<file path="config.mk">
export PLATFORM = sky130hd
export DESIGN_NAME = traza_puntaje_tx
export DESIGN_NICKNAME = d
export VERILOG_FILES = /design/src/rtl/traza_puntaje_tx.sv
export SDC_FILE = /design/constraint.sdc
export NUM_CORES = 1
export LEC_CHECK = 0
export CAP_MARGIN = 10
export CORE_UTILIZATION = 50
export CTS_BUF_LIST = sky130_fd_sc_hd__clkbuf_2 sky130_fd_sc_hd__clkbuf_4 sky130_fd_sc_hd__clkbuf_8
export CTS_CLUSTER_DIAMETER = 200
export DETAILED_ROUTE_END_ITERATION = 12
export PLACE_DENSITY = 0.72
export RECOVER_POWER = 100
export SYNTH_ARGS = -nofsm -noshare
export SYNTH_HDL_FRONTEND = slang
export SYNTH_SLANG_ARGS = --single-unit
</file>
<file path="constraint.sdc">
create_clock -name clk -period 2.2 [get_ports clk]
set_input_delay 0.33 -clock clk [delete_from_list [all_inputs] [get_ports clk]]
set_output_delay 0.33 -clock clk [all_outputs]
set_load 0.02 [all_outputs]
</file>
<file path="src/rtl/traza_puntaje_tx.sv">
// traza_puntaje_tx: score/state trace transmitter.
// Captures every change of {presente, puntos} into a small FIFO and sends each
// record as a 3-byte UART 8N1 frame: A5 sync, {presente, 0000, puntos[8]},
// puntos[7:0].
//
// Handshake: the FIFO is internal. A record is written on any edge where the
// input differs from the previous cycle. It is accepted when the FIFO is not
// full, or when it is full but the transmitter pops at that same edge;
// otherwise it is dropped and desborde is latched. The transmitter pops only
// in IDLE with the FIFO non-empty. Popped records are held in r_reg for the
// whole frame, so later input changes cannot alter a frame already in flight.
module traza_puntaje_tx #(
   parameter int CLKS_PER_BIT = 234,
   parameter int FIFO_DEPTH   = 4
) (
   input  logic       clk,
   input  logic       rst_n,
   input  logic [8:0] puntos,
   input  logic [2:0] presente,
   output logic       tx,
   output logic       ocupado,
   output logic       desborde
);

   localparam int AW = $clog2(FIFO_DEPTH);
   localparam int BW = (CLKS_PER_BIT > 1) ? $clog2(CLKS_PER_BIT) : 1;
   localparam logic [BW-1:0] BAUD_LAST = BW'(CLKS_PER_BIT - 1);
   localparam logic [AW:0]   PTR_MSB   = {1'b1, {AW{1'b0}}};
   localparam logic [7:0]    SYNC_BYTE = 8'hA5;

   typedef enum logic [1:0] {
      ST_IDLE  = 2'd0,
      ST_START = 2'd1,
      ST_DATA  = 2'd2,
      ST_STOP  = 2'd3
   } estado_t;

   estado_t        r_estado;
   logic [11:0]    r_previo;
   logic [11:0]    r_mem [FIFO_DEPTH];
   logic [AW:0]    r_wptr;
   logic [AW:0]    r_rptr;
   logic           r_desborde;
   logic           r_tx;
   logic [BW-1:0]  r_baud;
   logic [2:0]     r_bit;
   logic [1:0]     r_byte_idx;
   logic [11:0]    r_reg;
   logic [7:0]     r_shift;

   logic [11:0]    w_actual;
   logic           w_cambio;
   logic           w_vacia;
   logic           w_llena;
   logic           w_pop;
   logic           w_push;
   logic [11:0]    w_dato_fifo;
   logic [7:0]     w_sig_byte;

   assign w_actual    = {presente, puntos};
   assign w_cambio    = (w_actual != r_previo);
   assign w_vacia     = (r_wptr == r_rptr);
   assign w_llena     = ((r_wptr ^ r_rptr) == PTR_MSB);
   assign w_pop       = (r_estado == ST_IDLE) && !w_vacia;
   assign w_push      = w_cambio && (!w_llena || w_pop);
   assign w_dato_fifo = r_mem[r_rptr[AW-1:0]];
   // Byte that follows the one just finished: index 0 -> header, 1 -> score low.
   assign w_sig_byte  = (r_byte_idx == 2'd0) ? {r_reg[11:9], 4'b0000, r_reg[8]}
                                             : r_reg[7:0];

   assign tx       = r_tx;
   assign desborde = r_desborde;
   assign ocupado  = (r_estado != ST_IDLE) || !w_vacia;

   // Previous-cycle copy of the inputs, used for change detection.
   always_ff @(posedge clk or negedge rst_n) begin
      if (!rst_n) begin
         r_previo <= 12'h000;
      end else begin
         r_previo <= w_actual;
      end
   end

   // FIFO storage; contents are don't-care while the pointers say empty.
   always_ff @(posedge clk) begin
      if (w_push) begin
         r_mem[r_wptr[AW-1:0]] <= w_actual;
      end
   end

   // FIFO pointers and sticky overflow flag.
   always_ff @(posedge clk or negedge rst_n) begin
      if (!rst_n) begin
         r_wptr     <= '0;
         r_rptr     <= '0;
         r_desborde <= 1'b0;
      end else begin
         if (w_push) begin
            r_wptr <= r_wptr + (AW+1)'(1);
         end
         if (w_pop) begin
            r_rptr <= r_rptr + (AW+1)'(1);
         end
         if (w_cambio && w_llena && !w_pop) begin
            r_desborde <= 1'b1;
         end
      end
   end

   // UART transmitter FSM with registered tx.
   always_ff @(posedge clk or negedge rst_n) begin
      if (!rst_n) begin
         r_estado   <= ST_IDLE;
         r_tx       <= 1'b1;
         r_baud     <= '0;
         r_bit      <= 3'd0;
         r_byte_idx <= 2'd0;
         r_reg      <= 12'h000;
         r_shift    <= 8'h00;
      end else begin
         case (r_estado)
            ST_IDLE: begin
               r_tx <= 1'b1;
               if (w_pop) begin
                  r_reg      <= w_dato_fifo;
                  r_shift    <= SYNC_BYTE;
                  r_byte_idx <= 2'd0;
                  r_baud     <= '0;
                  r_tx       <= 1'b0;
                  r_estado   <= ST_START;
               end
            end
            ST_START: begin
               if (r_baud == BAUD_LAST) begin
                  r_baud   <= '0;
                  r_bit    <= 3'd0;
                  r_tx     <= r_shift[0];
                  r_estado <= ST_DATA;
               end else begin
                  r_baud <= r_baud + 1'b1;
               end
            end
            ST_DATA: begin
               if (r_baud == BAUD_LAST) begin
                  r_baud <= '0;
                  if (r_bit == 3'd7) begin
                     r_tx     <= 1'b1;
                     r_estado <= ST_STOP;
                  end else begin
                     r_bit   <= r_bit + 3'd1;
                     r_tx    <= r_shift[1];
                     r_shift <= {1'b0, r_shift[7:1]};
                  end
               end else begin
                  r_baud <= r_baud + 1'b1;
               end
            end
            ST_STOP: begin
               if (r_baud == BAUD_LAST) begin
                  r_baud <= '0;
                  if (r_byte_idx != 2'd2) begin
                     r_byte_idx <= r_byte_idx + 2'd1;
                     r_shift    <= w_sig_byte;
                     r_tx       <= 1'b0;
                     r_estado   <= ST_START;
                  end else begin
                     r_tx     <= 1'b1;
                     r_estado <= ST_IDLE;
                  end
               end else begin
                  r_baud <= r_baud + 1'b1;
               end
            end
            default: begin
               r_tx     <= 1'b1;
               r_estado <= ST_IDLE;
            end
         endcase
      end
   end

endmodule

</file>
==> flow_summary.yaml <==
logic_synthesis:
  syn_area_mm2: 0.00474
  synth_edf_count: 48
  syn-num-nets: 354
  synthCells: 322
  synth-seq-area-share_pct: 59.4
  synth_area_per_cell_um2: 14.7
  synth-warning-count: 0
  synth_cell_type_count: 52
  async_flop_share_pct: 53.4
  ys_ff_latch: 103
  ys.flop_type: "dfrtp_1"
sta:
  setup_slack_ns: 0.0134
  hold_violations: 0
  fin_crit_sh_pct: 99.4
  slew_headroom_pct: 9.00
  rsz0062_at_grt: "yes"
  fmax_ghz: 0.457
  setup_violations: 0
  worstMarginPinSlew_ns: 1.36
  fin_skew_ns: 0.0154
  drv_slew: 0
  tns_ns: 0
  layout_min_cycle_time_ns: 2.19
critical_path:
  crit_path_end_kind: "flop"
  slowest_stage: "nor3b_2"
  arrival_ns: 2.18
  rr_worst_depth: 4
  path_class: "input port to flop"
  cp_slowest_stage_delay_ns: 0.81
  reg2reg_to: "r_mem[0][7]$_DFFE_PP_"
  critPathMaxFanout: 12
  cp_cell_sequence: "dlygate4sd3_1, xnor2_1, nand4_1, nor3_1, buf_4, nor3b_2"
  rrSetupSlack_ns: 0.05
  cp-start-kind: "input port"
  cp.required_ns: 2.19
  rr_startpoint: "r_rptr[2]$_DFFE_PN0N_"
floorplan:
  dieArea_mm2: 0.00988
  start_util_pct: 51.6
  boundaryPins: 17
  die_w_um: 99.4
  core.rowCount: 35
  core_mm2: 0.00920
  die_y_um: 99.4
clocking:
  insertion_delay_ns: 0.37
  cts_sinks: 103
  tritoncts: "yes"
  clock-root-buffer: "clkbuf_8"
  cts_buffers: 9
  htreeDepth: 3
  cts_buffer_depth: 2
  clkTransAtPathRegs_ns: 0.11
global_route:
  grt_pass1_vias: 2856
  antenna_found_initial: 0
  grtUsageTotal_pct: 18.9
  grt_util_met1_pct: 25.1
  grt_pass1_wl_um: 14200
  grt-ovfl-total: 0
  grt_start_max_net_pins: 56
  grt-busiest-layer: "met2"
  met3_usage_pct: 5.20
  met2_usage_pct: 30.6
detailed_routing:
  via_per_inst: 5.66
  drt_wl_total_um: 8240
  first_pass_iters: 4
  antenna_left: 0
  drc: 0
  vias: 2790
  post_drt_wl_per_cell_um: 16.7
  drt-initial-drc-count: 92
outcome:
  status: "completed"
cells_and_area:
  finalNetCount: 409
  layout_commonest_cell: "dfrtp_1"
  fillerInstances: 729
  areaGrowthSynthToFinish_pct: 14.6
  drive_above_1_share_pct: 21.2
  final_cells: 493
  antennaDiodeCount: 0
  largest_reg_flops: 48
  final_cell_mix: "54 x dfrtp_1, 48 x edfxtp_1, 19 x buf_4"
pwr:
  cellPowerDensity_mw_per_mm2: 833
  power.leakage_uw: 0.00213
  ir_drop_uv: 466
place:
  io_buffers: 16
  pre_cts_ws_ns: -0.390
  dpl.hpwl_um: 5960
  placed_cells: 475
  gp_congestion: 0.787
worst_hold_path:
  hold_start: "desborde$_DFFE_PN0P_"
  worstHoldEndpoint: "desborde$_DFFE_PN0P_"
  hold_path.class: "flop to flop"
  holdPathStages: 1
run:
  cap_viol_max_count: 0
repair_timing:
action / CTS / global route
hold endpoints to repair: 54 / 0
buffers inserted: 1 / 0
hold buffers: 1 / 0
setup endpoints to repair: 1 / 37
pin swaps: 1 / 1
resized for setup: 3 / 6
kinds of logic after synthesis:
kind of cell / synth area share (%)
buffers and inverters: 2.19
DFF: 59.4
muxes: 13.6
AOI/OAI and AO/OA: 7.70
and+or+nand+nor: 8.34
adders and majority gates: 4.75
xor gates and xnor gates: 4.01
metrics by stage:
step	power (uW)	cell area, um2	hold slack, ns	util (%)
5_1_grt	4750	5440	0.491	59.1
3_3_place_gp	3440	5300	0.354	57.6
4_1_cts	4630	5510	0.489	59.9
6_report	4530	5440	0.482	59.1
2_1_floorplan	3070	4740	0.0344	-
3_5_place_dp	3490	5300	0.353	57.6
area by class of cell:
cell class | instances | area [um2] | area share [%]
Tap cell | 111 | 139 | 2.56
Inverter | 13 | 51.3 | 0.944
Clock inverter | 6 | 58.8 | 1.08
Timing Repair Buffer | 55 | 383 | 7.04
Clock buffer | 10 | 131 | 2.42
Multi-Input combinational cell | 195 | 1850 | 34.1
Sequential cell | 103 | 2820 | 51.9
routing by layer:
layer  routed length, um  part of all wire, %  vias to the layer above
met4                 129                  1.6                        0
met5                   0                    0                        -
met1                3740                   45                     1389
met3                 300                  3.6                       12
li1                    -                    -                     1333
met2                4070                   49                       56
Yosys cell counts (all sizes together), types with 2 or more instances:
master / instances / share of area (%)
a221oi: 2 / 0.37
nand2: 14 / 1.1
inv: 13 / 1.1
a21oi: 6 / 0.63
mux4: 12 / 5.7
or4: 3 / 0.47
clkbuf: 4 / 0.32
o211ai: 4 / 0.92
o31ai: 3 / 0.77
nand4: 9 / 1.2
o21bai: 2 / 0.32
nand2b: 6 / 0.79
mux2i: 5 / 1.1
nor4: 3 / 0.84
nor3: 5 / 0.53
nand3: 9 / 0.95
nor2: 5 / 0.40
ha: 18 / 4.7
and4: 3 / 0.55
buf: 7 / 0.79
a22o: 10 / 1.8
dfrtp: 54 / 28
or3: 2 / 0.26
mux2: 26 / 6.8
xor2: 4 / 1.1
a211oi: 2 / 0.32
and3: 3 / 0.40
o21ai: 10 / 1.1
xnor2: 16 / 3.0
nor3b: 3 / 0.47
edfxtp: 48 / 30
how the worst max path moves through the flow:
stage | to | depth (start not counted) | startpoint
after floorplan | r_mem[2][0]$_DFFE_PP_ | 4 | r_wptr[0]$_DFFE_PN0P_
after global placement | r_mem[0][4]$_DFFE_PP_ | 6 | puntos[3]
after detailed placement | r_mem[0][4]$_DFFE_PP_ | 6 | puntos[3]
after CTS | r_mem[0][8]$_DFFE_PP_ | 5 | r_estado[0]$_DFFE_PN0P_
after global routing | r_mem[2][7]$_DFFE_PP_ | 4 | r_rptr[2]$_DFFE_PN0N_
final | r_mem[0][7]$_DFFE_PP_ | 6 | presente[0]
critical path: cells and delay by family:
kind	cells	cell delay (ns)
AND/OR/NAND/NOR	3	0.96
buffers and inverters	2	0.73
XOR/XNOR	1	0.15
power by group:
group	internal, uW	leakage, uW	total, uW	switching [uW]
combinational	351	0.000921	843	492
sequential	2430	0.00111	2540	109
clock	457	0.000102	1140	684
total	3240	0.00213	4530	1290
No activity file was read; power rests on OpenSTA's default activity.
